## src/rtl/cflog_pkg.sv

```systemverilog
// Shared encodings for the CFLog writer: event entry layout, FSM states, words per entry.
package cflog_pkg;

    typedef enum logic {
        EVT_BR   = 1'b0,
        EVT_LOOP = 1'b1
    } evt_type_e;

    typedef struct packed {
        evt_type_e   typ;
        logic [31:0] payload;
    } evt_t;

    localparam int          EVT_W       = 33;
    localparam logic [15:0] LOOP_MARKER = 16'hFFFF;
    localparam int          WORDS_BR    = 2;
    localparam int          WORDS_LOOP  = 3;

    localparam logic [2:0] ST_IDLE  = 3'd0;
    localparam logic [2:0] ST_W0    = 3'd1;
    localparam logic [2:0] ST_W1    = 3'd2;
    localparam logic [2:0] ST_W2    = 3'd3;
    localparam logic [2:0] ST_FLUSH = 3'd4;

    function automatic evt_t mk_br(input logic [15:0] src, input logic [15:0] dest);
        evt_t e;
        e.typ     = EVT_BR;
        e.payload = {src, dest};
        return e;
    endfunction

    function automatic evt_t mk_loop(input logic [31:0] ctr);
        evt_t e;
        e.typ     = EVT_LOOP;
        e.payload = ctr;
        return e;
    endfunction

endpackage

```

## src/rtl/cflog_evt_fifo.sv

```systemverilog
// Single-push / single-pop synchronous FIFO with show-ahead read data.
module cflog_evt_fifo #(
    parameter int W     = 33,
    parameter int DEPTH = 4
) (
    input  logic         clk,
    input  logic         reset,
    input  logic         i_push,
    input  logic [W-1:0] i_data,
    input  logic         i_pop,
    output logic [W-1:0] o_data,
    output logic         o_full,
    output logic         o_empty
);
    localparam int AW = $clog2(DEPTH);

    logic [W-1:0] r_mem [DEPTH];
    logic [AW:0]  r_wr;
    logic [AW:0]  r_rd;
    logic         w_wr;
    logic         w_rd;

    // Extra pointer bit distinguishes full from empty when the indices match.
    assign o_empty = (r_wr == r_rd);
    assign o_full  = (r_wr[AW] != r_rd[AW]) && (r_wr[AW-1:0] == r_rd[AW-1:0]);
    assign w_wr    = i_push & ~o_full;
    assign w_rd    = i_pop & ~o_empty;
    assign o_data  = r_mem[r_rd[AW-1:0]];

    always_ff @(posedge clk) begin
        if (w_wr) r_mem[r_wr[AW-1:0]] <= i_data;
    end

    always_ff @(posedge clk) begin
        if (reset) begin
            r_wr <= '0;
            r_rd <= '0;
        end else begin
            if (w_wr) r_wr <= r_wr + 1'b1;
            if (w_rd) r_rd <= r_rd + 1'b1;
        end
    end

endmodule

```

## src/rtl/cflog_writer.sv

```systemverilog
// Branch/loop events -> CFLog RAM words, with flush handshake when the log fills.
// CFLOG_LOOP_COMPRESS_EN enables loop suppression and LOOP records; otherwise every branch is a BR.
module cflog_writer
    import cflog_pkg::*;
#(
    parameter int LOG_SIZE  = 256,
    parameter int LOG_AW    = 8,
    parameter int CTR_SIZE  = 32,
    parameter int EVT_DEPTH = 4
) (
    input  logic                clk,
    input  logic                reset,
    input  logic                branch_detect,
    input  logic [15:0]         branch_src,
    input  logic [15:0]         branch_dest,
    input  logic                loop_detect,
    input  logic [CTR_SIZE-1:0] loop_ctr,
    input  logic                flush_ack,
    output logic                log_wr_en,
    output logic [LOG_AW-1:0]   log_wr_addr,
    output logic [15:0]         log_wr_data,
    output logic [LOG_AW:0]     log_ptr,
    output logic                flush_req,
    output logic                overflow
);
    localparam logic [LOG_AW+1:0] CAP       = (LOG_AW+2)'(LOG_SIZE);
    localparam logic [LOG_AW+1:0] NEED_BR   = (LOG_AW+2)'(WORDS_BR);
    localparam logic [LOG_AW+1:0] NEED_LOOP = (LOG_AW+2)'(WORDS_LOOP);

    evt_t              w_push_data;
    evt_t              w_head;
    evt_t              r_cur;
    logic              w_push;
    logic              w_pop;
    logic              w_full;
    logic              w_empty;
    logic              w_lost;
    logic              w_fits;
    logic [LOG_AW+1:0] w_need;
    logic [LOG_AW+1:0] w_sum;
    logic [2:0]        r_state;
    logic [LOG_AW:0]   r_ptr;
    logic              r_ovf;

    cflog_evt_fifo #(
        .W     (EVT_W),
        .DEPTH (EVT_DEPTH)
    ) u_fifo (
        .clk     (clk),
        .reset   (reset),
        .i_push  (w_push),
        .i_data  (w_push_data),
        .i_pop   (w_pop),
        .o_data  (w_head),
        .o_full  (w_full),
        .o_empty (w_empty)
    );

`ifdef CFLOG_LOOP_COMPRESS_EN
    logic                r_loop_active;
    logic                r_skid_vld;
    logic [31:0]         r_skid;
    logic [CTR_SIZE-1:0] r_last_ctr;
    logic                w_exit;
    logic                w_br_direct;
    logic                w_park;

    assign w_exit      = r_loop_active & ~loop_detect;
    assign w_br_direct = branch_detect & ~loop_detect & ~r_loop_active;
    assign w_park      = ~r_skid_vld & w_exit & branch_detect;
    assign w_need      = (w_head.typ == EVT_LOOP) ? NEED_LOOP : NEED_BR;

    // The skid owns the push port for its one cycle; anything new that cycle is lost.
    always_comb begin
        w_push      = 1'b0;
        w_push_data = '0;
        w_lost      = 1'b0;
        if (r_skid_vld) begin
            w_push      = 1'b1;
            w_push_data = mk_br(r_skid[31:16], r_skid[15:0]);
            w_lost      = w_exit | w_br_direct;
        end else if (w_exit) begin
            w_push      = 1'b1;
            w_push_data = mk_loop(r_last_ctr);
        end else if (w_br_direct) begin
            w_push      = 1'b1;
            w_push_data = mk_br(branch_src, branch_dest);
        end
    end

    always_ff @(posedge clk) begin
        if (reset) begin
            r_loop_active <= 1'b0;
            r_skid_vld    <= 1'b0;
            r_skid        <= '0;
            r_last_ctr    <= '0;
        end else begin
            if (branch_detect & loop_detect) r_loop_active <= 1'b1;
            else if (w_exit)                 r_loop_active <= 1'b0;
            if (loop_detect) r_last_ctr <= loop_ctr;
            r_skid_vld <= w_park;
            if (w_park) r_skid <= {branch_src, branch_dest};
        end
    end
`else
    logic w_unused_cfg;

    assign w_push       = branch_detect;
    assign w_push_data  = mk_br(branch_src, branch_dest);
    assign w_lost       = 1'b0;
    assign w_need       = NEED_BR;
    assign w_unused_cfg = ^{loop_detect, loop_ctr, r_cur.typ};
`endif

    // An entry is only started when all of its words fit; otherwise the log is flushed first.
    assign w_sum  = {1'b0, r_ptr} + w_need;
    assign w_fits = (w_sum <= CAP);
    assign w_pop  = (r_state == ST_IDLE) & ~w_empty & w_fits;

    always_ff @(posedge clk) begin
        if (reset) begin
            r_state <= ST_IDLE;
            r_ptr   <= '0;
            r_cur   <= '0;
            r_ovf   <= 1'b0;
        end else begin
            if (w_lost | (w_push & w_full)) r_ovf <= 1'b1;
            case (r_state)
                ST_IDLE: begin
                    if (!w_empty) begin
                        if (w_fits) begin
                            r_cur   <= w_head;
                            r_state <= ST_W0;
                        end else begin
                            r_state <= ST_FLUSH;
                        end
                    end
                end
                ST_W0: begin
                    r_ptr   <= r_ptr + 1'b1;
                    r_state <= ST_W1;
                end
                ST_W1: begin
                    r_ptr   <= r_ptr + 1'b1;
`ifdef CFLOG_LOOP_COMPRESS_EN
                    r_state <= (r_cur.typ == EVT_LOOP) ? ST_W2 : ST_IDLE;
`else
                    r_state <= ST_IDLE;
`endif
                end
`ifdef CFLOG_LOOP_COMPRESS_EN
                ST_W2: begin
                    r_ptr   <= r_ptr + 1'b1;
                    r_state <= ST_IDLE;
                end
`endif
                ST_FLUSH: begin
                    if (flush_ack) begin
                        r_ptr   <= '0;
                        r_state <= ST_IDLE;
                    end
                end
                default: r_state <= ST_IDLE;
            endcase
        end
    end

    always_comb begin
        log_wr_en   = 1'b0;
        log_wr_data = '0;
        case (r_state)
`ifdef CFLOG_LOOP_COMPRESS_EN
            ST_W0: begin
                log_wr_en   = 1'b1;
                log_wr_data = (r_cur.typ == EVT_LOOP) ? LOOP_MARKER : r_cur.payload[31:16];
            end
            ST_W1: begin
                log_wr_en   = 1'b1;
                log_wr_data = (r_cur.typ == EVT_LOOP) ? r_cur.payload[31:16] : r_cur.payload[15:0];
            end
            ST_W2: begin
                log_wr_en   = 1'b1;
                log_wr_data = r_cur.payload[15:0];
            end
`else
            ST_W0: begin
                log_wr_en   = 1'b1;
                log_wr_data = r_cur.payload[31:16];
            end
            ST_W1: begin
                log_wr_en   = 1'b1;
                log_wr_data = r_cur.payload[15:0];
            end
`endif
            default: ;
        endcase
    end

    assign log_wr_addr = r_ptr[LOG_AW-1:0];
    assign log_ptr     = r_ptr;
    assign flush_req   = (r_state == ST_FLUSH);
    assign overflow    = r_ovf;

endmodule

```

## config.mk

```make
export PLATFORM = sky130hd
export DESIGN_NAME = cflog_writer
export DESIGN_NICKNAME = d
export VERILOG_FILES = /design/src/rtl/cflog_pkg.sv /design/src/rtl/cflog_evt_fifo.sv /design/src/rtl/cflog_writer.sv
export SDC_FILE = /design/constraint.sdc
export NUM_CORES = 1
export LEC_CHECK = 0
export ABC_AREA = 1
export CAP_MARGIN = 20
export CORE_UTILIZATION = 40
export DETAILED_ROUTE_END_ITERATION = 16
export PLACE_DENSITY = 0.73
export SLEW_MARGIN = 5
export SYNTH_ARGS = -nofsm -noshare
export SYNTH_HDL_FRONTEND = slang
export SYNTH_SLANG_ARGS = --single-unit
```

## constraint.sdc

```tcl
create_clock -name clk -period 5.6 [get_ports clk]
set_input_delay 0.56 -clock clk [delete_from_list [all_inputs] [get_ports clk]]
set_output_delay 0.56 -clock clk [all_outputs]
set_load 0.02 [all_outputs]
```

# Word level (Yosys, flattened, before mapping)
# Memory sizes are Yosys's and may differ from the RTL's. A register that Yosys moved wholly into a read port is not among the register bits.
# Cells that the tools add are included.
word_totals:
  ramBits: 128
  memories: 1
  output_inout_bits: 36
  reg_bits: 19
classes:
  n_reduce_logical: 7
  n_eq_ne: 8
  bitwise_logic: 7
  n_mux: 10
  order_cmp: 1
  add_sub_neg: 4
mem_list:
  columns: ["memory", "depth", "word_bits", "rd", "rd_clocked_by_memory_dff", "wr", "line_no", "text"]
  rows:
  - ["u_fifo.r_mem", 4, 32, 1, 1, 1, "cflog_evt_fifo.sv:17", "logic [W-1:0] r_mem [DEPTH];"]
ops:
  columns: ["operator", "count"]
  rows:
  - ["case mux 16 bit (2 select lines)", 1]
  - ["case mux 9 bit (2 select lines)", 1]
  - ["adder 9 x 2 -> 10 bit, second input constant", 1]
  - ["<= comparator 10 x 9 -> 1 bit, second input constant", 1]
  - ["adder 9 x 1 -> 9 bit, second input constant", 1]
  - ["2-to-1 mux 3 bit", 3]
  - ["2-to-1 mux 9 bit", 1]
  - ["case mux 3 bit (3 select lines)", 1]
  - ["adder 3 x 1 -> 3 bit, second input constant", 2]
  - ["bitwise AND 1 bit", 5]
  - ["!= test 2 bit, second input constant", 2]
  - ["AND reduction 2 bit", 2]
  - ["== test 3 x 1 -> 1 bit, second input constant", 1]
  - ["== test 3 x 2 -> 1 bit, second input constant", 1]
  - ["== test 3 bit", 1]
  - ["== test 3 bit, second input constant", 1]
  - ["zero test 3 bit", 1]
  - ["2-to-1 mux 1 bit", 3]
  - ["AND reduction 3 bit", 1]
  - ["== test 2 bit", 1]
  - ["inverter 1 bit", 2]
  - ["nonzero test 2 bit", 1]
  - ["OR reduction 2 bit", 1]
  - ["logical AND 1 bit", 1]
  - ["!= test 1 bit", 1]

# Longest topological paths before layout
# Gate-level depths: netlist of the first run.
depth:
  depth_word: 6
  depth_mapped: 14
  ltp_nobuf: 13

# Cells and area by module
# Synthesis of the first run repeated with hierarchy kept, for this count alone.
unflattened:
  hier_cells: 817
  area_unflattened_um2: 8052.7
modules_own_cells:
  columns: ["module", "cells_each", "seq_area_each_um2", "area_per_inst_um2", "instances"]
  rows:
  - ["cflog_evt_fifo", 395, 4124.0, 5429.0, 1]
  - ["cflog_writer", 422, 900.9, 2623.8, 1]

# Worst setup path before layout of the first run
# No wires, ideal clock.
synth_timing:
  path_kind: "flip-flop to flip-flop"
  startpoint: "register u_fifo.r_rd[1]"
  endpoint: "memory u_fifo.r_mem[3][0] in the netlist's numbering, enable pin"
  n_path_buf: 0
  stages_incl_launch_ff: 5
  slack_ns: 3.009
  required_time_ns: 5.176
  synth_period_minus_slack_ns: 2.591
  setup_time_ns: 0.424
  arrival_ns: 2.167
  path_cell_list: "dfxtp_1 > xnor2_1 > nand3_1 > nand2_1 > nor2_1"
synth_between:
  elab_chain_cells: 6
synth_rtl:
  columns: ["element", "line_no", "text"]
  rows:
  - ["start, declared", "cflog_evt_fifo.sv:19", "logic [AW:0] r_rd;"]
  - ["start signal, assigned", "cflog_evt_fifo.sv:40", "if (w_rd) r_rd <= r_rd + 1'b1;"]
  - ["== test 2 bit", "cflog_evt_fifo.sv:25", "assign o_full = (r_wr[AW] != r_rd[AW]) && (r_wr[AW-1:0] == r_rd[AW-1:0]);"]
  - ["logical AND 1 bit", "cflog_evt_fifo.sv:25", null]
  - ["inverter 1 bit", "cflog_evt_fifo.sv:26", "assign w_wr = i_push & ~o_full;"]
  - ["bitwise AND 1 bit", "cflog_evt_fifo.sv:26", null]
  - ["2-to-1 mux 1 bit", "cflog_evt_fifo.sv:31", "if (w_wr) r_mem[r_wr[AW-1:0]] <= i_data;"]
  - ["2-to-1 mux 1 bit (implied by the code)", "cflog_evt_fifo.sv:31", null]
  - ["end, declared", "cflog_evt_fifo.sv:17", null]
# No other way between the ends.

# Final worst setup path of the first run
layout_timing:
  startpoint: "register r_state[2]"
  endpoint: "output port log_wr_data[0]"
layout_between:
  elab_chain_cells: 2
  word_cells_on_any_way: 3
  cone_classes: "2 x eq/ne; 1 x mux"
layout_rtl:
  columns: ["element", "line_no", "text"]
  rows:
  - ["start, declared", "cflog_writer.sv:41", "logic [2:0] r_state;"]
  - ["start signal, assigned", "cflog_writer.sv:122", "r_state <= ST_IDLE;"]
  - ["start signal, assigned", "cflog_writer.sv:133", "r_state <= ST_W0;"]
  - ["start signal, assigned", "cflog_writer.sv:135", "r_state <= ST_FLUSH;"]
  - ["== test 3 x 2 -> 1 bit or == test 3 x 1 -> 1 bit (tied branches)", "cflog_writer.sv:171", "case (r_state)"]
  - ["case mux 16 bit (2 select lines) (*)", "cflog_writer.sv:171", null]
  - ["end, declared", "cflog_writer.sv:21", "output logic [15:0] log_wr_data,"]
# Mark *: on every way between the ends. The rest lies on a longest branch, timed or not.

==> run summary, run 1 <==
Status -> finished clean
# resized after CTS -> 0
GPL Wtd Cong -> 0.890
Pwr Total -> 3960 µW
Initial Util -> 41.5%
Via/cell ratio -> 5.03
Critical-path maximum fanout -> 17
Reg area -> 4870 µm²
CTS tree -> built
DIE HEIGHT -> 137 µm
Clock Tree Root -> clkbuf_16
CTS Sinks -> 179
Residual DRC -> 0
Max_slew headroom -> 38.1%
Synth Flop Type -> edfxtp_1
CP max stage cell -> clkdlybuf4s50_1
FF-to-FF path depth -> 13
Hold-fix buffers, CTS -> 0
Grt ovf -> 0
Hold Crit Endpoint -> u_fifo.r_wr[2]
Tmin final -> 3.22 ns
Final worst slack -> 2.38 ns
Worst path bufs/invs -> 2
Reg2reg setup slack -> 2.66 ns
WL/cell -> 15.4 µm
Worst reg2reg endpoint -> r_cur[10]
Max frequency -> 310 MHz
Setup bufs post-CTS -> 0
Crit path max-delay family -> buffers and inverters
Cell accounting for the most synthesized area -> edfxtp_1
Required @ worst endpoint -> 5.04 ns
# IOs -> 105
Worst Setup End Kind -> output pin
Drt first pass iters -> 5
Clk_lat worst skew -> 0.43 ns
Arrival time worst endpoint -> 2.66 ns
Number of diodes -> 0
Most common cell after layout, fill and taps aside -> nor2_1
Vias -> 4999
Final hold slack -> 0.474 ns
Period Utilization, post-route -> 57.5%
Clk slew on worst S/H paths -> 0.06 ns
Count of different cell masters after synthesis -> 26
Pwr dens -> 449 nW/µm²
Syn_nets -> 776
CP Class -> reg -> out
Cts bufs inserted -> 17
Pins Over Slew Limit -> 0
Post-synth EDFFs -> 128
Worst Hold Depth -> 1
FFs w/ async S/R, synth -> 0%
Largest net degree at the start of global routing -> 68
Top-area cell type share of the netlist area -> 52.8%
Initial antenna violation count -> 0
Worst VDD drop -> 0.234 mV
Synth warn -> 0
Violation count after the first detailed-routing iteration -> 334
H-tree levels -> 4
First-pass GRT wire length -> 24100 µm
CP cell instances -> inv_1, nand3_1, o22ai_1, clkdlybuf4s50_1
Seq/Total Area, Yosys -> 66.9%
Antenna-violating nets left -> 0
Final HPWL DP -> 8790 µm
RSZ-0062 raised after global routing -> false
DP Worst Slack -> 2.71 ns
Clock skew -> 0.0114 ns
Leakage power -> 0.00323 µW
Synth Area per Inst -> 10.4 µm²
GR Util All Layers -> 17.3%
Routed WL -> 15300 µm
Synth Cell Area -> 7280 µm²
Synth Instances -> 698
Die Width -> 137 µm
Setup TNS -> 0 ns
Startpoint Class -> flop
Core Region -> 17500 µm²
Clock Path Buffers -> 2
Die Area -> 18700 µm²
Multi-input combinational cell area -> 2010 µm²
#FFs+latches synth -> 179
Max Cap Viol -> 0
Fin. Hold Viols -> 0
Area delta synth->final -> 21.0%
FF-to-FF Start -> log_ptr[1]
Final setup violating endpoints -> 0
Area contributors post-synth -> edfxtp_1 (53%), dfxtp_1 (14%), nor2_1 (7.1%)
Rows -> 48
Port bufs -> 71
Share of cells above drive strength 1 -> 7.28%
Hold_sp -> u_fifo.r_wr[2]
Worst min path class -> reg -> reg
Most frequent cells in the layout -> nor2_1 (133), edfxtp_1 (128), nand2_1 (97)
Vias in the first global route -> 4765
Critical path's largest stage delay -> 0.69 ns
Worst slew pin tran -> 0.927 ns
Final #Nets -> 834
Filler cell count -> 1557
flip-flops by register name (all words and copies together), names as in the netlist:
signal,count
log_ptr,9
overflow,1
r_cur,32
r_state,3
u_fifo.r_mem,128
u_fifo.r_rd,3
u_fifo.r_wr,3
cells by family (layout without fill, tap and decap cells):
kind of cell / count (synthesis) / in the layout / share of synthesized area, %
buf+inv: 102 / 173 / 5.97
fa+ha+maj: 9 / 9 / 1.55
flops: 179 / 179 / 66.9
xor+xnor: 6 / 6 / 0.722
simple gates: 265 / 265 / 14.6
compound gates: 137 / 137 / 10.3
layer usage:
metal	vias to the layer above	track usage [%]	wire length, µm
li1	2481	-	-
met1	2371	21.8	6840
met2	128	29.4	7510
met3	19	3.56	743
met4	0	6.11	238
met5	-	0	0
final cells by class:
| cell class | instances | share of cell area [%] |
|---|---|---|
| Inverter | 61 | 2.60 |
| Timing Repair Buffer | 80 | 9.89 |
| Multi-Input combinational cell | 417 | 22.8 |
| Sequential cell | 179 | 55.3 |
| Clock inverter | 12 | 1.26 |
| Clock buffer | 20 | 4.96 |
| Tap cell | 225 | 3.20 |
worst max-delay path by stage:
stage	startpoint	cells past startpoint	slack (ns)	endpoint
3_3_place_gp	log_ptr[1]	13	2.70	r_cur[9]
6_report	r_state[2]	4	2.38	log_wr_data[0]
5_1_grt	r_state[2]	4	2.31	log_wr_data[0]
3_5_place_dp	log_ptr[1]	13	2.71	r_cur[9]
4_1_cts	r_state[2]	4	2.40	log_wr_data[0]
2_1_floorplan	u_fifo.r_rd[1]	4	3.01	u_fifo.r_mem[3][0]
Yosys cell counts, types with 2 or more instances:
cell / n
nand3_1: 9
buf_6: 2
nor2_1: 137
o22ai_1: 49
xor2_1: 3
edfxtp_1: 128
inv_1: 60
a21oi_1: 14
nand4_1: 4
o21ai_0: 73
dfxtp_1: 51
buf_2: 5
xnor2_1: 3
nand2_1: 97
nor3_1: 5
ha_1: 9
nor2_2: 9
buf_4: 8
clkbuf_1: 25
where the power goes:
part | leakage [µW] | switching (µW) | internal (µW)
clock network | 0.000249 | 489 | 614
logic | 0.00138 | 800 | 413
registers | 0.00160 | 52.2 | 1590
total | 0.00323 | 1340 | 2610
worst reg2reg max path: stages, from the launching register on:
cell	delay, ns
dfxtp_1	0.48
ha_1	0.29
inv_1	0.06
nand2_1	0.06
nand2_1	0.05
nor2_1	0.08
nand3_1	0.07
nor2_1	0.09
nand2_1	0.06
nand2_2	0.10
nand3_2	0.70
buf_4	0.55
nor2_1	0.17
nor2_1	0.06
per-stage QoR:
stage	area (µm²)	std cells	util (%)
floorplan	7280	698	-
global placement	8130	957	46.3
detailed placement	8130	957	46.3
CTS	8670	989	49.5
global route	8800	994	50.2
finish	8800	994	50.2
Power figures use the tool's default switching activity.
==> inputs of run 2 (changes only) <==
==> constraint.sdc (replaced) <==
create_clock -name clk -period 3.2 [get_ports clk]
set_input_delay 0.32 -clock clk [delete_from_list [all_inputs] [get_ports clk]]
set_output_delay 0.32 -clock clk [all_outputs]
set_load 0.02 [all_outputs]
==> run 2 against run 1 <==
  * Die area did not move
  * Sequential power grew 76%
  * Clock power grew 93%
  * Clock skew grew 0.0053 ns
  * Non-clock buffer count is 4 higher
  * Register-to-register slack got worse by 1.7 ns
  * Worst setup slack got worse by 2.0 ns
  * Sequential share of layout area hardly changed
  * Critical path depth is 1 higher
  * Design area barely moved
  * Critical path type unchanged
  * Flip-flop and latch count is the same
==> run summary, run 2 (same netlist as run 1, synthesis figures left out) <==
Status -> finished clean (unchanged)
Pins Over Slew Limit -> 0 (unchanged)
Worst path bufs/invs -> 2 (unchanged)
Final worst slack -> 0.426 ns (was 2.38 ns)
Worst slew pin tran -> 0.708 ns (was 0.927 ns)
Port bufs -> 71 (unchanged)
H-tree levels -> 4 (unchanged)
Setup TNS -> 0 ns (unchanged)
Residual DRC -> 0 (unchanged)
GR Util All Layers -> 17.6% (was 17.3%)
Fin. Hold Viols -> 0 (unchanged)
Worst Hold Depth -> 1 (unchanged)
CP Class -> reg -> out (unchanged)
Max reg flops -> 128 (unchanged)
Final hold slack -> 0.471 ns (was 0.474 ns)
Worst VDD drop -> 0.548 mV (was 0.234 mV)
Vias -> 5116 (was 4999)
WL/cell -> 15.6 µm (was 15.4 µm)
CP max stage cell -> clkdlybuf4s50_1 (unchanged)
# IOs -> 105 (unchanged)
Clock skew -> 0.0168 ns (was 0.0114 ns)
CTS Sinks -> 179 (unchanged)
Area delta synth->final -> 20.9% (was 21.0%)
Setup bufs post-CTS -> 0 (unchanged)
Max frequency -> 361 MHz
Final HPWL DP -> 9190 µm (was 8790 µm)
Multi-input combinational cell area -> 2010 µm² (unchanged)
Tmin final -> 2.77 ns
Reg area -> 4870 µm² (unchanged)
Stages on worst setup path -> 5 (was 4)
Critical Path Source -> r_state[0] (was r_state[2])
Max_slew headroom -> 52.7% (was 38.1%)
Pwr dens -> 806 nW/µm² (was 449 nW/µm²)
Vias in the first global route -> 4741 (was 4765)
Clk slew on worst S/H paths -> 0.07 ns (was 0.06 ns)
Worst min path class -> reg -> reg (unchanged)
Drt first pass iters -> 5 (unchanged)
Crit path max-delay family -> buffers and inverters (unchanged)
Grt ovf -> 0 (unchanged)
Die Width -> 137 µm (unchanged)
Initial Util -> 41.5% (unchanged)
Worst reg2reg endpoint -> u_fifo.r_mem[3][30] (was r_cur[10])
Hold-fix buffers, CTS -> 0 (unchanged)
Arrival time worst endpoint -> 2.45 ns (was 2.66 ns)
Die Area -> 18700 µm² (unchanged)
FF-to-FF Start -> u_fifo.r_rd[1] (was log_ptr[1])
Antenna-violating nets left -> 0 (unchanged)
Hold_sp -> u_fifo.r_wr[2] (unchanged)
Leakage power -> 0.00326 µW (was 0.00323 µW)
Rows -> 48 (unchanged)
# resized after CTS -> 0 (unchanged)
CP cell instances -> inv_1, nor2_1, nand2_1, o22ai_1, clkdlybuf4s50_1 (was inv_1, nand3_1, o22ai_1, clkdlybuf4s50_1)
Critical path's largest stage delay -> 0.68 ns (was 0.69 ns)
FF-to-FF path depth -> 5 (was 13)
First-pass GRT wire length -> 24500 µm (was 24100 µm)
Via/cell ratio -> 5.13 (was 5.03)
Number of diodes -> 0 (unchanged)
Worst Setup End Kind -> output pin (unchanged)
Pwr Total -> 7090 µW (was 3960 µW)
Clk_lat worst skew -> 0.43 ns (about the same)
Final setup violating endpoints -> 0 (unchanged)
Final #Nets -> 838 (was 834)
Violation count after the first detailed-routing iteration -> 382 (was 334)
DIE HEIGHT -> 137 µm (unchanged)
RSZ-0062 raised after global routing -> false (unchanged)
DP Worst Slack -> 0.891 ns (was 2.71 ns)
Max Cap Viol -> 0 (unchanged)
CTS tree -> built (unchanged)
Required @ worst endpoint -> 2.88 ns (was 5.04 ns)
Core Region -> 17500 µm² (unchanged)
Period Utilization, post-route -> 86.7%
Reg2reg setup slack -> 0.92 ns (was 2.66 ns)
Fin util -> 50.2% (about the same)
Most frequent cells in the layout -> nor2_1 (133), edfxtp_1 (128), nand2_1 (97) (unchanged)
Clock Tree Root -> clkbuf_16 (unchanged)
Initial antenna violation count -> 0 (unchanged)
Startpoint Class -> flop (unchanged)
Cts bufs inserted -> 17 (unchanged)
Most common cell after layout, fill and taps aside -> nor2_1 (unchanged)
Largest net degree at the start of global routing -> 68 (unchanged)
Hold Crit Endpoint -> u_fifo.r_wr[2] (unchanged)
Clock Path Buffers -> 2 (unchanged)
Critical-path maximum fanout -> 18 (was 17)
Routed WL -> 15500 µm (was 15300 µm)
GPL Wtd Cong -> 0.913 (was 0.890)
Share of cells above drive strength 1 -> 7.89% (was 7.28%)
Filler cell count -> 1567 (was 1557)
==> run 2: cell types whose count changed in the layout (fill, tap and decap cells not counted) <==
cell and delta:
buf_4 +9, clkinvlp_4 -5, buf_16 -4, bufinv_16 +2, inv_6 +2, buf_12 -1, clkbuf_1 -1, clkinv_4 +1
inv_8 +1
==> run 2: worst register-to-register path, cell delays in order (launching register included) <==
cell,delay [ns]
dfxtp_1,0.68
xnor2_1,0.20
nand3_1,0.12
nand2_1,0.27
nor2_4,0.15
buf_4,0.48
==> run 2: cell type report <==
cell class / count / share of cell area (%)
flip-flops and latches: 179 / 55.3
multi-input cells: 417 / 22.8
repair buffers: 84 / 9.19
clock buffers: 19 / 4.92
well taps: 225 / 3.20
inverters: 61 / 2.60
clock inverters: 13 / 1.95
==> run 2: layer usage <==
metal	wire (µm)	track usage [%]
met1	6790	22.2
met4	222	7.14
met3	851	3.59
met2	7660	29.6
met5	0	0
==> run 2: stage by stage <==
stage	area, µm²	instances
2_1_floorplan	7280	698
3_5_place_dp	8190	966
5_1_grt	8800	998
6_report	8800	998
3_3_place_gp	8190	966
4_1_cts	8800	998
==> run 2: where the power goes <==
| group | internal [µW] | switching (µW) | total, µW |
|---|---|---|---|
| logic | 701 | 1380 | 2080 |
| registers | 2780 | 110 | 2890 |
| clock network | 1240 | 875 | 2120 |
| total | 4720 | 2370 | 7090 |
==> run 2: how the worst max path moves through the flow <==
stage	endpoint
after floorplan	u_fifo.r_mem[3][0]
after global placement	u_fifo.r_mem[3][13]
after detailed placement	log_wr_data[0]
after CTS	log_wr_data[0]
after global routing	log_wr_data[0]
final	log_wr_data[0]
==> inputs of run 3 (changes only) <==
--- a/config.mk
+++ b/config.mk
@@ -9,8 +9,9 @@
 export CAP_MARGIN = 20
 export CORE_UTILIZATION = 40
 export DETAILED_ROUTE_END_ITERATION = 16
-export PLACE_DENSITY = 0.73
+export PLACE_DENSITY = 0.72
 export SLEW_MARGIN = 5
 export SYNTH_ARGS = -nofsm -noshare
 export SYNTH_HDL_FRONTEND = slang
+export SYNTH_HIERARCHICAL = 1
 export SYNTH_SLANG_ARGS = --single-unit
==> run 3 against run 2 <==
  * Sequential share of layout area down 2.5 points
  * Wire length up 5.5%
  * Global-route usage down 0.44 points
  * Critical path type unchanged
  * Critical endpoint is now log_wr_data[1]
==> run summary, run 3 <==
Setup TNS -> 0 ns (unchanged)
Final setup violating endpoints -> 0 (unchanged)
Arrival time worst endpoint -> 2.54 ns (was 2.45 ns)
RSZ-0062 raised after global routing -> false (unchanged)
Fin. Hold Viols -> 0 (unchanged)
DIE HEIGHT -> 143 µm (was 137 µm)
Stages on worst setup path -> 5 (unchanged)
Most common cell after layout, fill and taps aside -> edfxtp_1 (was nor2_1)
DP Worst Slack -> 0.796 ns (was 0.891 ns)
Routed WL -> 16400 µm (was 15500 µm)
Residual DRC -> 0 (unchanged)
Startpoint Class -> flop (unchanged)
CP cell instances -> inv_1, nor2_1, nand2_1, o22ai_1, clkdlybuf4s50_1 (unchanged)
Core Region -> 19400 µm² (was 17500 µm²)
Worst slew pin tran -> 0.897 ns (was 0.708 ns)
Pwr dens -> 812 nW/µm² (was 806 nW/µm²)
CTS Sinks -> 181 (was 179)
Final worst slack -> 0.339 ns (was 0.426 ns)
FF-to-FF Start -> log_ptr[1] (was u_fifo.r_rd[1])
Violation count after the first detailed-routing iteration -> 361 (was 382)
Worst min path class -> reg -> reg (unchanged)
Vias -> 5511 (was 5116)
Port bufs -> 71 (unchanged)
GR Util All Layers -> 17.2% (was 17.6%)
Syn_nets -> 885 (was 776)
CP Class -> reg -> out (unchanged)
Share of cells above drive strength 1 -> 10.6% (was 7.89%)
Max_slew headroom -> 40.1% (was 52.7%)
Worst Setup EP -> log_wr_data[1] (was log_wr_data[0])
Leakage power -> 0.00370 µW (was 0.00326 µW)
Critical Path Source -> r_state[0] (unchanged)
# resized after CTS -> 0 (unchanged)
Largest net degree at the start of global routing -> 65 (was 68)
Synth Instances -> 807 (was 698)
Clk slew on worst S/H paths -> 0.07 ns (about the same)
Max reg flops -> 128 (unchanged)
Clock Path Buffers -> 2 (unchanged)
Clk_lat worst skew -> 0.43 ns (about the same)
Cts bufs inserted -> 17 (unchanged)
Final #Nets -> 942 (was 838)
Final hold slack -> 0.472 ns (was 0.471 ns)
Vias in the first global route -> 5148 (was 4741)
Reg2reg setup slack -> 0.87 ns (was 0.92 ns)
Most frequent cells in the layout -> edfxtp_1 (128), nor2_1 (118), nand2_1 (113) (was nor2_1 (133), edfxtp_1 (128), nand2_1 (97))
Max Cap Viol -> 0 (unchanged)
Status -> finished clean (unchanged)
Critical-path maximum fanout -> 18 (unchanged)
Synth Cell Area -> 7910 µm² (was 7280 µm²)
WL/cell -> 14.3 µm (was 15.6 µm)
Die Area -> 20300 µm² (was 18700 µm²)
Grt ovf -> 0 (unchanged)
Fin util -> 47.9% (was 50.2%)
Rows -> 51 (was 48)
Period Utilization, post-route -> 89.4% (was 86.7%)
Worst Setup End Kind -> output pin (unchanged)
Hold-fix buffers, CTS -> 0 (unchanged)
CP max stage cell -> clkdlybuf4s50_1 (unchanged)
Antenna-violating nets left -> 0 (unchanged)
Die Width -> 143 µm (was 137 µm)
FF-to-FF path depth -> 14 (was 5)
Critical path's largest stage delay -> 0.67 ns (was 0.68 ns)
Required @ worst endpoint -> 2.88 ns (about the same)
Worst VDD drop -> 0.444 mV (was 0.548 mV)
Drt first pass iters -> 5 (unchanged)
First-pass GRT wire length -> 26100 µm (was 24500 µm)
Worst reg2reg endpoint -> r_cur[31] (was u_fifo.r_mem[3][30])
GPL Wtd Cong -> 0.850 (was 0.913)
Initial Util -> 40.8% (was 41.5%)
Max frequency -> 350 MHz (was 361 MHz)
Number of diodes -> 0 (unchanged)
Final HPWL DP -> 10000 µm (was 9190 µm)
Area delta synth->final -> 17.5% (was 20.9%)
Tmin final -> 2.86 ns (was 2.77 ns)
Worst Hold Depth -> 2 (was 1)
Synth warn -> 6 (was 0)
Synth Area per Inst -> 9.80 µm² (was 10.4 µm²)
Initial antenna violation count -> 0 (unchanged)
Crit path max-delay family -> buffers and inverters (unchanged)
Area after DPL -> 8760 µm² (was 8190 µm²)
Via/cell ratio -> 4.83 (was 5.13)
CTS tree -> built (unchanged)
Finished Cell Area -> 9290 µm² (was 8800 µm²)
H-tree levels -> 4 (unchanged)
# IOs -> 105 (unchanged)
Worst path bufs/invs -> 2 (unchanged)
Setup bufs post-CTS -> 0 (unchanged)
Clock skew -> 0.00797 ns (was 0.0168 ns)
Pins Over Slew Limit -> 0 (unchanged)
Clock Tree Root -> clkbuf_16 (unchanged)
[run 3: report_power, final]
part | leakage (µW) | switching [µW] | internal (µW)
Clock | 0.000254 | 882 | 1000
Sequential | 0.00161 | 147 | 2840
Combinational | 0.00183 | 1740 | 925
Total | 0.00370 | 2770 | 4770
[run 3: stage by stage]
step           cells  power [µW]
2_1_floorplan    807        5090
3_3_place_gp    1110        5630
3_5_place_dp    1110        5690
4_1_cts         1142        7590
5_1_grt         1142        8050
6_report        1142        7540
[run 3: worst register-to-register path, cell delays in order, from the launching register on]
cell     delay (ns)
dfxtp_1        0.48
ha_1           0.27
inv_1          0.05
nand2_1        0.05
nand2_1        0.05
nor2_1         0.12
nand2_1        0.08
nor2_1         0.10
nand2_1        0.07
nand2_2        0.33
nand3_4        0.13
buf_4          0.27
nand2_1        0.13
inv_2          0.04
nor2_1         0.09
[run 3: layout make-up]
| class | instances | area (µm²) |
|---|---|---|
| Clock buffer | 20 | 437 |
| Tap cell | 265 | 332 |
| Fill cell | 1773 | 10100 |
| Inverter | 139 | 522 |
| Sequential cell | 181 | 4910 |
| Timing Repair Buffer | 84 | 808 |
| Clock inverter | 12 | 93.8 |
| Multi-Input combinational cell | 441 | 2190 |
[run 3: metal layers]
layer	GRT usage, %	share of wire (%)
met1	20.9	43
met2	29.0	49
met3	5.15	6.2
met4	5.94	1.6
met5	0	0
[run 3: how the worst min path moves through the flow]
| stage | start | to | slack (ns) |
|---|---|---|---|
| final | overflow | overflow | 0.47 |
| after global routing | branch_src[6] | u_fifo/r_mem[1][22] | 0.52 |
| after CTS | overflow | overflow | 0.48 |
| after detailed placement | overflow | overflow | 0.47 |
| after global placement | overflow | overflow | 0.46 |
| after floorplan | reset | log_ptr[1] | 0.39 |
